## src/rtl/corr_search_ctrl.sv

```systemverilog
// Raster-scan controller for the correlation search: walks a stepped (X,Y) grid,
// issues one correlation request per point and publishes the best-scoring point.
module corr_search_ctrl #(
    parameter int COORD_W   = 13,
    parameter int CORR_W    = 32,
    parameter int H_RES     = 640,
    parameter int V_RES     = 480,
    parameter int LED_DIV_W = 26
) (
    input  logic               iCLK,
    input  logic               iRST_N,
    input  logic               iStart,
    input  logic               iMode,
    input  logic [3:0]         iXStep,
    input  logic [3:0]         iYStep,
    output logic               oCorrReq,
    input  logic               iCorrFinished,
    input  logic [CORR_W-1:0]  iCurrentCorr,
    output logic [COORD_W-1:0] oX,
    output logic [COORD_W-1:0] oY,
    output logic [COORD_W-1:0] oXresult,
    output logic [COORD_W-1:0] oYresult,
    output logic [CORR_W-1:0]  oBestCorr,
    output logic               oBusy,
    output logic               oDone,
    output logic               oStatusLed
);

    typedef enum logic [2:0] {IDLE, REQ, WAIT, ADV, DONE} state_t;

    state_t               state, next_state;
    logic                 mode;
    logic [3:0]           xstep, ystep;
    logic [COORD_W-1:0]   best_x, best_y;
    logic [CORR_W-1:0]    best_score;
    logic                 best_valid;
    logic                 have_result;
    logic [LED_DIV_W-1:0] led_cnt;
    logic [COORD_W:0]     nx, ny;
    logic                 x_wrap, scan_end, accept;

    // One extra bit on the step sums so a wrap past the grid edge cannot alias back inside it.
    always_comb begin
        nx       = {1'b0, oX} + (COORD_W+1)'(xstep);
        ny       = {1'b0, oY} + (COORD_W+1)'(ystep);
        x_wrap   = (nx >= (COORD_W+1)'(H_RES));
        scan_end = x_wrap && (ny >= (COORD_W+1)'(V_RES));
        accept   = !best_valid ||
                   (mode ? (iCurrentCorr < best_score) : (iCurrentCorr > best_score));
    end

    always_ff @(posedge iCLK or negedge iRST_N) begin
        if (!iRST_N) state <= IDLE;
        else         state <= next_state;
    end

    always_comb begin
        next_state = state;
        if (iStart) begin
            next_state = REQ;
        end else begin
            case (state)
                IDLE:    next_state = IDLE;
                REQ:     next_state = WAIT;
                WAIT:    if (iCorrFinished) next_state = ADV;
                ADV:     next_state = scan_end ? DONE : REQ;
                DONE:    next_state = IDLE;
                default: next_state = IDLE;
            endcase
        end
    end

    always_comb begin
        oCorrReq   = (state == REQ);
        oBusy      = (state != IDLE);
        oDone      = (state == DONE);
        oStatusLed = oBusy ? led_cnt[LED_DIV_W-1] : have_result;
    end

    // Results are loaded on the ADV->DONE edge so they are already visible while oDone is high.
    always_ff @(posedge iCLK or negedge iRST_N) begin
        if (!iRST_N) begin
            mode        <= 1'b0;
            xstep       <= 4'd1;
            ystep       <= 4'd1;
            oX          <= '0;
            oY          <= '0;
            best_x      <= '0;
            best_y      <= '0;
            best_score  <= '0;
            best_valid  <= 1'b0;
            oXresult    <= '0;
            oYresult    <= '0;
            oBestCorr   <= '0;
            have_result <= 1'b0;
        end else if (iStart) begin
            mode       <= iMode;
            xstep      <= (iXStep == 4'd0) ? 4'd1 : iXStep;
            ystep      <= (iYStep == 4'd0) ? 4'd1 : iYStep;
            oX         <= '0;
            oY         <= '0;
            best_valid <= 1'b0;
        end else begin
            case (state)
                WAIT: begin
                    if (iCorrFinished && accept) begin
                        best_score <= iCurrentCorr;
                        best_x     <= oX;
                        best_y     <= oY;
                        best_valid <= 1'b1;
                    end
                end
                ADV: begin
                    if (!x_wrap) begin
                        oX <= nx[COORD_W-1:0];
                    end else if (!scan_end) begin
                        oX <= '0;
                        oY <= ny[COORD_W-1:0];
                    end else begin
                        oXresult    <= best_x;
                        oYresult    <= best_y;
                        oBestCorr   <= best_score;
                        have_result <= 1'b1;
                    end
                end
                default: ;
            endcase
        end
    end

    always_ff @(posedge iCLK or negedge iRST_N) begin
        if (!iRST_N) led_cnt <= '0;
        else         led_cnt <= led_cnt + 1'b1;
    end

endmodule

```

## config.mk

```make
export PLATFORM = sky130hd
export DESIGN_NAME = corr_search_ctrl
export DESIGN_NICKNAME = d
export VERILOG_FILES = /design/src/rtl/corr_search_ctrl.sv
export SDC_FILE = /design/constraint.sdc
export NUM_CORES = 1
export LEC_CHECK = 0
export ABC_AREA = 1
export CORE_MARGIN = 3
export CORE_UTILIZATION = 43
export CTS_CLUSTER_DIAMETER = 200
export DETAILED_ROUTE_END_ITERATION = 6
export GPL_TIMING_DRIVEN = 0
export PLACE_DENSITY = 0.66
export SLEW_MARGIN = 10
export SYNTH_ARGS = -nofsm -noshare
export SYNTH_HDL_FRONTEND = slang
export SYNTH_SLANG_ARGS = --single-unit
```

## constraint.sdc

```tcl
create_clock -name iCLK -period 2.6 [get_ports iCLK]
set_input_delay 0.39 -clock iCLK [delete_from_list [all_inputs] [get_ports iCLK]]
set_output_delay 0.39 -clock iCLK [all_outputs]
set_load 0.02 [all_outputs]
```

**Word level (Yosys, flattened, before mapping)**

Index checks and enable logic that the tools add are counted.

- $add $sub $neg: 3
- Multiplexer cells: 19
- Reduce and logical (&&, ||, !) cells: 16
- $lt $le $gt $ge: 4
- Equal/unequal tests: 7
- Bitwise logic cells: 1

Operator list:

| cell | number |
|---|---|
| $mux W13 | 8 |
| $gt A32 B32 Y1 | 1 |
| $lt A32 B32 Y1 | 1 |
| $add A13 B4 Y14 | 2 |
| $add A26 B1 Y26 const B | 1 |
| $ge A14 B10 Y1 const B | 1 |
| $ge A14 B9 Y1 const B | 1 |
| $mux W3 | 3 |
| $pmux W3 S3 | 1 |
| $logic_not A4 Y1 | 2 |
| $mux W4 | 2 |
| $reduce_bool A2 Y1 | 4 |
| $eq A3 B2 Y1 const B | 2 |
| $ne A3 B3 Y1 const B | 2 |
| $reduce_and A3 Y1 | 2 |
| $mux W1 | 5 |
| $reduce_and A2 Y1 | 2 |
| $reduce_and A4 Y1 | 1 |
| $eq A3 B1 Y1 const B | 1 |
| $eq A3 B3 Y1 const B | 1 |
| $reduce_bool A3 Y1 | 1 |
| $logic_and A1 B1 Y1 | 2 |
| $ne A2 B2 Y1 const B | 1 |
| $logic_not A1 Y1 | 1 |
| 2 further kinds | 2 |

- Register bits: 182
- Output and inout port bits: 88
- Input port bits: 45
- Logic and storage cells: 65

**Depth between registers and ports, before layout**

- Depth in word-level cells: 7
- Depth in mapped cells: 19
- Gate-level depth less buffers: 17

**Worst setup path after synthesis**

Ideal clock, no wire load.

- Path kind: flip-flop to flip-flop
- Start point: register oY[0]
- End point: register oBestCorr[17]
- Period minus slack after synthesis: 2537 ps
- Cell stages (with the launch flop): 16
- Arrival time: 2420 ps
- Data required time: 2483 ps
- Path buffers: 1
- Slack: 63 ps
- Setup time: 117 ps
- Path through: dfrtp_1 ha_1 fa_1 nand3_1 nand3_1 nand3_1 nand2_1 nor2_1 nand3_1 nand2_1 nor2_1 nor2_4 nand3_2 buf_2 nand2_1 nand2_1

- Cells in the longest elaborated chain, start to end: 4

Ends and longest elaborated chain:

| what | line | text |
|---|---|---|
| start: declaration | 20 | `output logic [COORD_W-1:0] oY,` |
| start signal: assignment | 118 | `oY <= ny[COORD_W-1:0];` |
| $add A13 B4 Y14 | 45 | `ny = {1'b0, oY} + (COORD_W+1)'(ystep);` |
| $ge A14 B9 Y1 | 47 | `scan_end = x_wrap && (ny >= (COORD_W+1)'(V_RES));` |
| $logic_and A1 B1 Y1 | 47 |  |
| $reduce_and A4 Y1 (no source line) | n/a |  |
| end signal: assignment | 122 | `oBestCorr <= best_score;` |
| end: declaration | 23 | `output logic [CORR_W-1:0] oBestCorr,` |

Every way passes these cells.
A chain may end at the register's enable or synchronous reset.

**Worst setup path after layout**

- Start point: register oY[0]
- End point: register oBestCorr[13]

The elaborated chain is that of the path after synthesis.

==> results summary <==
The setup slack at placement came out at -0.5611 ns. The number of synthesized flops with an enable pin is 0. The register clock-pin slew on the reported worst setup and hold paths is 0.07 ns. In the post-synthesis netlist, the cell with the most instances is nand2_1. The total of endpoints with negative setup slack in the final report is 0. The endpoint identified for the worst register-to-register timing path is oBestCorr[13].

In this run the worst setup path begins at oY[0]. By area the synthesized netlist is led by dfrtp_1 50%, nand2_1 17%, nand3_1 6.0%. The routed design has 24510 µm of wire. The worst-case register-to-register setup slack came out at about 0.0037 ns. The compound-gate portion of the synthesized area is 3.035%. The maximum clock skew at final layout is between 0.008 and 0.009 ns. The fmax came out at 385.2 MHz. The total instance count after detailed placement came out at 1511.

The number of unique standard cell types used by synthesis is 30. The port buffer count is 131. TritonCTS built the clock tree. For this run, the post-layout net count is 1373. The tightest hold margin is 0.4576 ns. The weighted congestion at the end of routability-driven global placement is just over 0.9. The worst supply voltage drop on vdd came out at between 0.4 and 0.5 mV.

The post-synthesis async set-or-reset flop share is 100.0%. In this run the vertical extent of the chip is 151.2 µm. The largest net degree at the start of global routing is 96.

After synthesis, the largest family of logic cells by area is simple AND/OR/NAND/NOR gates. The net count of the mapped netlist came out at approximately 1200. The flow ran to the end, and the final reports show no timing, DRC or antenna violations. The biggest area contributor in the post-synthesis netlist is dfrtp_1. The clock period minus final worst setup slack came out at 2.596 ns. Setup repair after global routing could not meet its margin everywhere. The area of the placeable core is 20490 µm². The cell family contributing the most delay on the critical path is simple AND/OR/NAND/NOR gates. The category of the critical setup timing path is reg2reg.

The final count of hold timing violations is 0. In this run the core area contains 52 standard-cell rows. The share of final-layout standard cells stronger than drive strength 1 came out at 12.17%. The critical path crosses 16 cells after its start point.

The post-synthesis mux area share came out at 0%. The critical path goes through ha_4, fa_2, nand3_2, nand3_4, nand3_2, nand2_2, nor2_2, nand3_2, nand2_2, nor2_4, nor2_4, nand3_4, buf_12, clkbuf_16, nand2_2, nand2_1. The category of the worst setup path capture point is a flip-flop. The DRC violation total after the first TritonRoute iteration came out at 457. The worst setup path is launched from a flip-flop. After detailed routing, the number of remaining DRC violations is 0. The initial utilization of the core area, before any placement, comes to 44.26%.

The number of buffers and inverters on the critical path is 2. The most critical setup path has its endpoint at oBestCorr[13]. The worst path arrival time is 2.92 ns. TritonCTS created 17 clock buffers.

The final route contains 8051 vias. The length in cells of the worst reg-to-reg path came out at 16. Synthesis handed over a netlist of roughly 1100 instances. The number of max-capacitance violations reported came out at 0. The simple-gate share of the synthesized area came out at a little under a third. The type of the most critical hold path is reg2reg.

The area of the mapped netlist is 9070 µm². The total count of max-transition violations in the final report is 0. The worst path required time is 2.92 ns. The worst-skew pair later-pin latency is between 0.4 and 0.5 ns. The fraction of the yosys area taken by sequential cells is 50.24%. Counting flops and latches in the post-synthesis netlist gives 182.

The share of Yosys cell area claimed by the top area cell type is between 40 and 50%. The H-tree was split into 4 levels. After synthesis, the most frequently instantiated cells are 402 x nand2_1, 180 x dfrtp_1, 109 x nand3_1. The dominant synthesized flop cell is dfrtp_1. The initial antenna violation count is 1.

The wire length of the first global-routing pass is 38980 µm. The largest driver fanout on the critical path came out at 7. After routing, the total negative slack on setup checks comes to 0 ns. The die outline width came out at 151.2 µm. The longest individual stage delay on the worst path came out at 0.43 ns.

The placed wire-length estimate came out at 17110 µm. For this run, the total global-route usage over all layers was measured as 21.48%. The first detailed-routing pass took 7 iterations. Dividing the detail-routed wire length by the instance count gives 15.62 µm. The tree is rooted in a clkbuf_16. The antenna violation net count after detailed routing is 0. The residual overflow from global routing came out at 0. The clock sink total is between 150 and 200. The cell with the largest stage delay on the worst path is dfrtp_2. The xor/xnor cell area share of the yosys netlist came out at roughly 2.7%. The floorplan step defined a die boundary enclosing 22870 µm².

Dividing total power by cell area gives a power density of 618.7 nW/µm². The average size of a mapped cell came out at 8.178 µm². The via count of the first global-routing pass is 7645. Headroom to the max-slew limit came out at 43.41%. The area growth from synthesis to layout is 32.94%. The slack of the critical path came out at 0.003692 ns. The utilization after layout is 58.83%.

The worst flop-to-flop path startpoint is oY[0]. After the flow finishes, the layout carries non-filler instances totaling about 1600. Of the total synthesized cell area, the portion taken by full adders, half adders and majority gates is 6.097%. The ratio of final minimum period to clock period came out at approximately 100%. The number of I/O pins is 133.

The number of warnings issued by yosys came out at 0. The number of buffers on the longest clock path is 2. The reported leakage power came out at 0.006004 µW. After detailed routing, the number of vias per cell comes to 5.131. The worst-margin pin slew is 0.8489 ns.
registers in the layout, summed over array words and instances, names as in the netlist:
name,flops
best_score,32
oBestCorr,32
led_cnt,26
best_x,13
best_y,13
oX,13
oXresult,13
oY,13
oYresult,13
xstep,4
ystep,4
state,3
best_valid,1
have_result,1
mode,1
final cells by class:
class	instances	area (µm²)
diodes	1	2.502
plain buffers	46	310.3
clock buffers	22	474.2
clock inverters	10	120.1
fillers	1888	8437
inverters	89	334.1
multi-input cells	791	4274
flip-flops and latches	182	4562
well taps	270	337.8
repair buffers	158	1643
power by group:
| group | switching (µW) | internal, µW |
|---|---|---|
| clock network | 1120 | 1500 |
| registers | 263 | 3120 |
| logic | 836 | 627 |
| total | 2220 | 5240 |
per-layer routing:
layer | vias to the layer above | track usage (%) | wire length (µm)
met5 | - | 0 | 0
met4 | 0 | 5.621 | 397
met3 | 31 | 3.082 | 1135
met2 | 193 | 34.56 | 11710
met1 | 3855 | 30.59 | 11260
li1 | 3972 | - | -
per-stage QoR:
step | power [µW] | instance area (µm²)
after global routing | 7877 | 12060
after CTS | 7431 | 11620
final | 7460 | 12060
after detailed placement | 4760 | 10750
after floorplan | 4224 | 9070
after global placement | 4695 | 10720
repair_timing:
item,4_1_cts,5_1_grt
gates resized for setup,30,103
endpoints found under the hold margin,7,0
buffers inserted,12,10
setup endpoints to repair,107,143
hold buffers,1,0
gates cloned,1,3
pin swaps,10,14
cells by family (layout without fill, tap and decap cells):
logic type      after synthesis  in the layout
other cells                   0              1
flops                       182            182
fa+ha+maj                    43             43
compound gates               53             54
buf+inv                     137            325
simple gates                666            666
xor+xnor                     28             28
how the worst min path moves through the flow:
stage                startpoint            end  slack (ns)  cells after the start
detailed placement       iRST_N    led_cnt[23]        0.44                      1
global placement    have_result    have_result        0.43                      2
global route        have_result    have_result        0.48                      2
floorplan                iRST_N  best_score[0]        0.09                      0
finish               led_cnt[0]     led_cnt[0]        0.46                      1
CTS                  led_cnt[0]     led_cnt[0]        0.45                      1
placed cells by master (no fill, tap or decap), drive strengths merged, types with 3 or more instances in the layout:
| cell type | instances |
|---|---|
| clkinvlp | 5 |
| clkinv | 3 |
| nor2 | 62 |
| ha | 41 |
| nand4 | 73 |
| nand2 | 404 |
| o21ai | 26 |
| clkdlybuf4s50 | 130 |
| nand3 | 111 |
| buf | 39 |
| dfrtp | 180 |
| inv | 89 |
| a21oi | 25 |
| nor3 | 14 |
| xnor2 | 14 |
| clkbuf | 55 |
| xor2 | 14 |
(Power assumes the default switching activity.)
